===== src/rtl/alu_op_sequencer.sv =====
// alu_op_sequencer: debounced pushbutton controller for a user ALU session.
// It steps through op select, operand A capture, operand B capture, one
// execute cycle and a result hold.
//
// Ports:
//   clk, rst_n            system clock, async active-low reset
//   key_next_n            raw pushbutton (active-low, asynchronous)
//   key_enter_n           raw pushbutton (active-low, asynchronous)
//   sw_data[DATA_W]       operand switches
//   alu_result[DATA_W+1]  combinational ALU result, carry in MSB
//   op_sel[OP_W]          ALU operation select
//   operand_a/_b[DATA_W]  latched operands
//   result[DATA_W+1]      latched ALU result
//   result_valid          one-cycle pulse when result is updated
//   state[3]              current FSM state code for LEDs
//
// Optional feature macro: KEY_AUTOREPEAT_EN. When it is defined, holding
// key_next in SEL_OP repeats the next pulse every REPEAT_CYCLES clocks.
module alu_op_sequencer #(
  parameter int unsigned NUM_OPS       = 6,
  parameter int unsigned OP_W          = 4,
  parameter int unsigned DATA_W        = 4,
  parameter int unsigned DEB_CYCLES    = 500000,
  parameter int unsigned REPEAT_CYCLES = 25000000
) (
  input  logic              clk,
  input  logic              rst_n,
  input  logic              key_next_n,
  input  logic              key_enter_n,
  input  logic [DATA_W-1:0] sw_data,
  input  logic [DATA_W:0]   alu_result,
  output logic [OP_W-1:0]   op_sel,
  output logic [DATA_W-1:0] operand_a,
  output logic [DATA_W-1:0] operand_b,
  output logic [DATA_W:0]   result,
  output logic              result_valid,
  output logic [2:0]        state
);

  localparam int unsigned KEY_NEXT  = 0;
  localparam int unsigned KEY_ENTER = 1;
  localparam int unsigned DEB_W     = (DEB_CYCLES > 1) ? $clog2(DEB_CYCLES) : 1;
  localparam logic [DEB_W-1:0] DEB_LAST = DEB_W'(DEB_CYCLES - 1);
  localparam logic [OP_W-1:0]  OP_LAST  = OP_W'(NUM_OPS - 1);

  typedef enum logic [2:0] {
    SEL_OP = 3'd0,
    LOAD_A = 3'd1,
    LOAD_B = 3'd2,
    EXEC   = 3'd3,
    SHOW   = 3'd4
  } state_e;

  // Key conditioning. Bit 0 is next, bit 1 is enter; 1 means released.
  logic [1:0]       key_raw_n;
  logic [1:0]       sync1_q, sync2_q;
  logic [1:0]       deb_q, deb_d;
  logic [1:0]       armed_q, armed_d;
  logic [1:0]       press_c;
  logic [1:0]       fill_q, fill_d;
  logic [DEB_W-1:0] cnt_q [2];
  logic [DEB_W-1:0] cnt_d [2];

  assign key_raw_n = {key_enter_n, key_next_n};

  // fill_q marks when sync2 holds real samples after reset. A key is only
  // armed after a genuine released sample, so a key held through reset
  // stays silent until it is released and pressed again.
  always_comb begin
    fill_d  = fill_q;
    deb_d   = deb_q;
    armed_d = armed_q;
    press_c = '0;
    for (int i = 0; i < 2; i++) begin
      cnt_d[i] = cnt_q[i];
    end
    if (fill_q != 2'd2) begin
      fill_d = fill_q + 2'd1;
    end
    for (int i = 0; i < 2; i++) begin
      if (fill_q == 2'd2 && sync2_q[i]) begin
        armed_d[i] = 1'b1;
      end
      if (sync2_q[i] == deb_q[i]) begin
        cnt_d[i] = '0;
      end else if (cnt_q[i] == DEB_LAST) begin
        cnt_d[i]   = '0;
        deb_d[i]   = sync2_q[i];
        press_c[i] = armed_q[i] & ~sync2_q[i];
      end else begin
        cnt_d[i] = cnt_q[i] + DEB_W'(1);
      end
    end
  end

  always_ff @(posedge clk or negedge rst_n) begin
    if (!rst_n) begin
      sync1_q  <= 2'b11;
      sync2_q  <= 2'b11;
      deb_q    <= 2'b11;
      armed_q  <= 2'b00;
      fill_q   <= 2'd0;
      cnt_q[0] <= '0;
      cnt_q[1] <= '0;
    end else begin
      sync1_q  <= key_raw_n;
      sync2_q  <= sync1_q;
      deb_q    <= deb_d;
      armed_q  <= armed_d;
      fill_q   <= fill_d;
      cnt_q[0] <= cnt_d[0];
      cnt_q[1] <= cnt_d[1];
    end
  end

  state_e            state_q, state_d;
  logic              next_c;
  logic              enter_c;
  logic [OP_W-1:0]   op_sel_q, op_sel_d;
  logic [DATA_W-1:0] operand_a_q, operand_a_d;
  logic [DATA_W-1:0] operand_b_q, operand_b_d;
  logic [DATA_W:0]   result_q, result_d;
  logic              result_valid_q, result_valid_d;

  assign enter_c = press_c[KEY_ENTER];

`ifdef KEY_AUTOREPEAT_EN
  localparam int unsigned RPT_W = (REPEAT_CYCLES > 1) ? $clog2(REPEAT_CYCLES) : 1;
  localparam logic [RPT_W-1:0] RPT_LAST = RPT_W'(REPEAT_CYCLES - 1);

  logic [RPT_W-1:0] rpt_q, rpt_d;
  logic             rpt_c;

  // Repeat timer runs only while debounced next is held in SEL_OP. It
  // clears as soon as the key is released or the state changes.
  always_comb begin
    rpt_d = '0;
    rpt_c = 1'b0;
    if (state_q == SEL_OP && !deb_q[KEY_NEXT] && armed_q[KEY_NEXT]) begin
      if (rpt_q == RPT_LAST) begin
        rpt_c = 1'b1;
      end else begin
        rpt_d = rpt_q + RPT_W'(1);
      end
    end
  end

  always_ff @(posedge clk or negedge rst_n) begin
    if (!rst_n) begin
      rpt_q <= '0;
    end else begin
      rpt_q <= rpt_d;
    end
  end

  assign next_c = press_c[KEY_NEXT] | rpt_c;
`else
  logic unused_rpt_c;
  assign unused_rpt_c = 1'(REPEAT_CYCLES);
  assign next_c = press_c[KEY_NEXT];
`endif

  // Session FSM. When next and enter arrive together, enter takes priority.
  always_comb begin
    state_d        = state_q;
    op_sel_d       = op_sel_q;
    operand_a_d    = operand_a_q;
    operand_b_d    = operand_b_q;
    result_d       = result_q;
    result_valid_d = 1'b0;
    case (state_q)
      SEL_OP: begin
        if (enter_c) begin
          state_d = LOAD_A;
        end else if (next_c) begin
          op_sel_d = (op_sel_q >= OP_LAST) ? '0 : op_sel_q + OP_W'(1);
        end
      end
      LOAD_A: begin
        if (enter_c) begin
          operand_a_d = sw_data;
          state_d     = LOAD_B;
        end
      end
      LOAD_B: begin
        if (enter_c) begin
          operand_b_d = sw_data;
          state_d     = EXEC;
        end
      end
      EXEC: begin
        result_d       = alu_result;
        result_valid_d = 1'b1;
        state_d        = SHOW;
      end
      SHOW: begin
        if (enter_c) begin
          state_d = SEL_OP;
        end else if (next_c) begin
          state_d = LOAD_A;
        end
      end
      default: state_d = SEL_OP;
    endcase
  end

  always_ff @(posedge clk or negedge rst_n) begin
    if (!rst_n) begin
      state_q        <= SEL_OP;
      op_sel_q       <= '0;
      operand_a_q    <= '0;
      operand_b_q    <= '0;
      result_q       <= '0;
      result_valid_q <= 1'b0;
    end else begin
      state_q        <= state_d;
      op_sel_q       <= op_sel_d;
      operand_a_q    <= operand_a_d;
      operand_b_q    <= operand_b_d;
      result_q       <= result_d;
      result_valid_q <= result_valid_d;
    end
  end

  assign op_sel       = op_sel_q;
  assign operand_a    = operand_a_q;
  assign operand_b    = operand_b_q;
  assign result       = result_q;
  assign result_valid = result_valid_q;
  assign state        = 3'(state_q);

endmodule


===== config.mk =====
export PLATFORM = sky130hd
export DESIGN_NAME = alu_op_sequencer
export DESIGN_NICKNAME = d
export VERILOG_FILES = /design/src/rtl/alu_op_sequencer.sv
export SDC_FILE = /design/constraint.sdc
export NUM_CORES = 1
export LEC_CHECK = 0
export ABC_AREA = 1
export BUFFER_PORTS_ARGS = -buffer_cell sky130_fd_sc_hd__buf_4
export CAP_MARGIN = 20
export CORE_ASPECT_RATIO = 0.9
export CORE_MARGIN = 2
export CORE_UTILIZATION = 42
export CTS_BUF_LIST = sky130_fd_sc_hd__clkbuf_4 sky130_fd_sc_hd__clkbuf_8
export DETAILED_ROUTE_END_ITERATION = 10
export GPL_ROUTABILITY_DRIVEN = 1
export SLEW_MARGIN = 20
export SYNTH_ARGS = -nofsm -noshare
export SYNTH_HDL_FRONTEND = slang
export SYNTH_SLANG_ARGS = --single-unit

===== constraint.sdc =====
create_clock -name clk -period 2.3 [get_ports clk]
set_input_delay 0.69 -clock clk [delete_from_list [all_inputs] [get_ports clk]]
set_output_delay 0.69 -clock clk [all_outputs]
set_load 0.005 [all_outputs]

==> impl_metrics.py <==
metrics = {
    "timing": {
        "hold_violations": 0,
        "layout_min_cycle_time_ns": 1.814,
        "max_freq_mhz": 551.2,
        "period_share_pct": 78.88,
        "max-slew-margin-rel_pct": 65.85,
        "finClkSkew_ns": 0.009589,
        "setup_violations": 0,
        "tns_ns": 0,
        "rsz0062_at_grt": "false",
        "finalMaxSlewViolations": 0,
        "tightestPinTransition_ns": 0.5083,
    },
    "yosys": {
        "ys_ff_latch": 69,
        "syn_inst": 465,
        "yosysSeqAreaShare_pct": 47.06,
        "synthesis.nets": 484,
        "ys_warn_count": 0,
        "postSynthAreaPerCell_um2": 7.924,
        "yosysUniqueCellTypes": 35,
        "synthesis.area_mm2": 0.003685,
    },
    "detailed_routing": {
        "vias_per_cell": 4.883,
        "drtIter0Drc": 101,
        "drc": 0,
        "ant_nets": 0,
        "wirelength_um": 7958,
        "dr_total_vias": 3081,
        "firstDrtPassIters": 5,
        "routedWlPerCell_um": 12.61,
    },
    "critical_path": {
        "path_class": "register to register",
        "crit_arrival_ns": 2.03,
        "r2r_cells": 6,
        "cp.required_ns": 2.52,
        "startpoint_type": "register",
        "worstPathMaxFanout": 8,
        "rrSetupSlack_ns": 0.49,
        "cp-end-kind": "register",
    },
    "clock_network": {
        "clock_latency_ns": 0.35,
        "cts_setup_buffers": 0,
        "root_buffer": "clkbuf_8",
        "clock-sinks": 69,
        "cts_buffers": 9,
        "htree_levels": 3,
        "path_clk_slew_ns": 0.08,
        "cts_tree": "built",
        "cts_resized": 0,
        "clk_path_buf_depth": 2,
        "hold_buffers": 0,
    },
    "placed_design": {
        "dp_hpwl_um": 5979,
        "placed_cell_area_mm2": 0.004089,
        "io_buffers": 33,
        "gp_congestion": 0.9295,
    },
    "min_path": {
        "hp-class": "primary input to asynchronous set/reset pin",
    },
    "finish": {
        "fillCellCount": 856,
        "syn_to_final_growth_pct": 16.57,
        "fin_nets": 526,
        "register_area_mm2": 0.001734,
        "final_cell_area_mm2": 0.004295,
        "drive_gt1_share_pct": 18.55,
        "multiInputGateArea_mm2": 0.001700,
        "diodes": 0,
    },
    "pwr": {
        "power_switching_mw": 0.5271,
        "irDropWorstVdd_mv": 0.3233,
        "pwr-share-comb_pct": 3.6,
        "p_clk_share_pct": 43.8,
        "p_sw_share_pct": 22.39,
        "seqPwrFrac_pct": 52.6,
        "p_per_area_mw_per_mm2": 548.1,
        "leakagePower_nw": 2.013,
        "power.internal_mw": 1.827,
    },
    "global_routing": {
        "grt_pass1_vias": 2997,
        "grt_max_degree": 45,
        "grt_usage_pct": 18.59,
        "grt_pass1_wl_um": 13850,
        "antenna_found_initial": 0,
        "grt_overflow": 0,
    },
    "run": {
        "maxCapViolCount": 0,
    },
    "floorplan": {
        "die_area_mm2": 0.009540,
        "pin_count": 34,
        "die_y_um": 92.86,
        "coreArea_mm2": 0.008528,
        "placementRows": 32,
        "dieWidth_um": 102.7,
        "initial_utilization_pct": 43.21,
    },
    "status": {
        "status": "finished clean",
    },
}
[sequential cells by signal, summed over array words and instances (netlist names)]
signal / flops
armed_q: 2
result_valid: 1
sync1_q: 2
result: 5
sync2_q: 2
state: 3
operand_b: 4
deb_q: 2
op_sel: 4
cnt_q: 38
fill_q: 2
operand_a: 4
[worst max-delay path, stage by stage (launching register included)]
cell	delay, ns
dfrtp_1	0.40
ha_1	0.34
nand3_1	0.28
nor2_1	0.17
nand4_1	0.15
nand2_1	0.26
nor3_1	0.09
[cells in the mapped netlist]
library cell / n / share of area [%]
a211oi_2: 1 / 0.34
nand2_2: 3 / 0.51
o21bai_1: 1 / 0.20
o21ai_0: 3 / 0.41
nand3b_1: 1 / 0.20
nand4_1: 16 / 2.7
or2_2: 1 / 0.17
nor2_8: 1 / 0.54
nand3_1: 27 / 3.7
nand2_4: 3 / 0.92
nor3_2: 5 / 1.4
xnor2_1: 4 / 0.95
nand2_1: 107 / 11
ha_1: 6 / 2.0
nor3b_1: 2 / 0.41
xor2_1: 12 / 2.9
a21oi_1: 13 / 1.8
nand4_2: 2 / 0.68
dfrtp_1: 63 / 43
clkbuf_1: 2 / 0.20
o21ai_1: 17 / 2.3
nor3_1: 20 / 2.7
nor2_4: 2 / 0.61
a211oi_1: 1 / 0.20
inv_1: 48 / 4.9
nor2_2: 5 / 0.85
buf_2: 1 / 0.14
nor3b_2: 1 / 0.34
dfstp_2: 6 / 4.3
nor2_1: 73 / 7.4
inv_2: 13 / 1.3
nand3b_4: 1 / 0.54
or2_1: 1 / 0.17
clkinv_4: 1 / 0.24
a31oi_1: 2 / 0.34
[worst paths after layout]
| kind | start | endpoint |
|---|---|---|
| max | cnt_q[19] | cnt_q[32] |
| max in group asynchronous | rst_n | sync2_q[1] |
| min in group clk | sync1_q[0] | sync2_q[0] |
| min reg2reg | sync1_q[0] | sync2_q[0] |
| max reg2reg | cnt_q[19] | cnt_q[32] |
| min | rst_n | cnt_q[9] |
[layout by cell type, fill, tap and decap left out, types with 12 or more instances in the layout]
master / netlist / final
nand3_1: 27 / 27
nor3_1: 20 / 20
nand2_1: 107 / 107
dfrtp_1: 63 / 63
o21ai_1: 17 / 17
inv_1: 48 / 48
nand4_1: 16 / 16
a21oi_1: 13 / 13
xor2_1: 12 / 12
buf_4: 0 / 33
inv_2: 13 / 13
nor2_1: 73 / 73
[metrics by stage]
stage | util, % | hold WS (ns) | std cells | total power, mW | setup WS (ns)
2_1_floorplan | - | 0.3452 | 465 | 1.293 | 0.7530
6_report | 50.37 | 0.2403 | 631 | 2.354 | 0.4857
5_1_grt | 50.37 | 0.2521 | 631 | 2.444 | 0.2290
3_5_place_dp | 47.95 | 0.3487 | 615 | 1.350 | 0.5026
3_3_place_gp | 47.95 | 0.3479 | 615 | 1.349 | 0.5637
4_1_cts | 50.37 | 0.2368 | 631 | 2.393 | 0.4952
[metal layers]
metal | track usage [%] | up-vias | part of all wire [%]
met3 | 5.660 | 14 | 5.2
met5 | 0 | - | 0
met2 | 27.02 | 72 | 44
li1 | - | 1571 | -
met4 | 6.360 | 0 | 1.5
met1 | 26.28 | 1424 | 50
[power groups by stage]
stage               clock, mW  combinational (mW)  sequential, mW
finish                   1.03              0.0854            1.24
global route             1.10              0.0988            1.24
CTS                      1.07              0.0889            1.24
detailed placement          0              0.0889            1.26
global placement            0              0.0873            1.26
floorplan                   0              0.0341            1.26
[kinds of logic after synthesis]
family | after synthesis | share of synthesized area [%]
AOI/OAI and AO/OA | 38 | 5.569
xor gates and xnor gates | 16 | 3.803
adders and majority gates | 6 | 2.037
buffers and inverters | 65 | 6.791
DFF | 69 | 47.06
and+or+nand+nor | 271 | 34.74
[area by class of cell]
class | instances | share of cell area (%)
clock buffers | 13 | 3.729
clock inverters | 3 | 1.078
inverters | 62 | 5.535
multi-input cells | 331 | 39.59
flip-flops and latches | 69 | 40.37
well taps | 119 | 3.466
repair buffers | 34 | 6.234
Note: power is estimated with default switching activity, not from simulation.
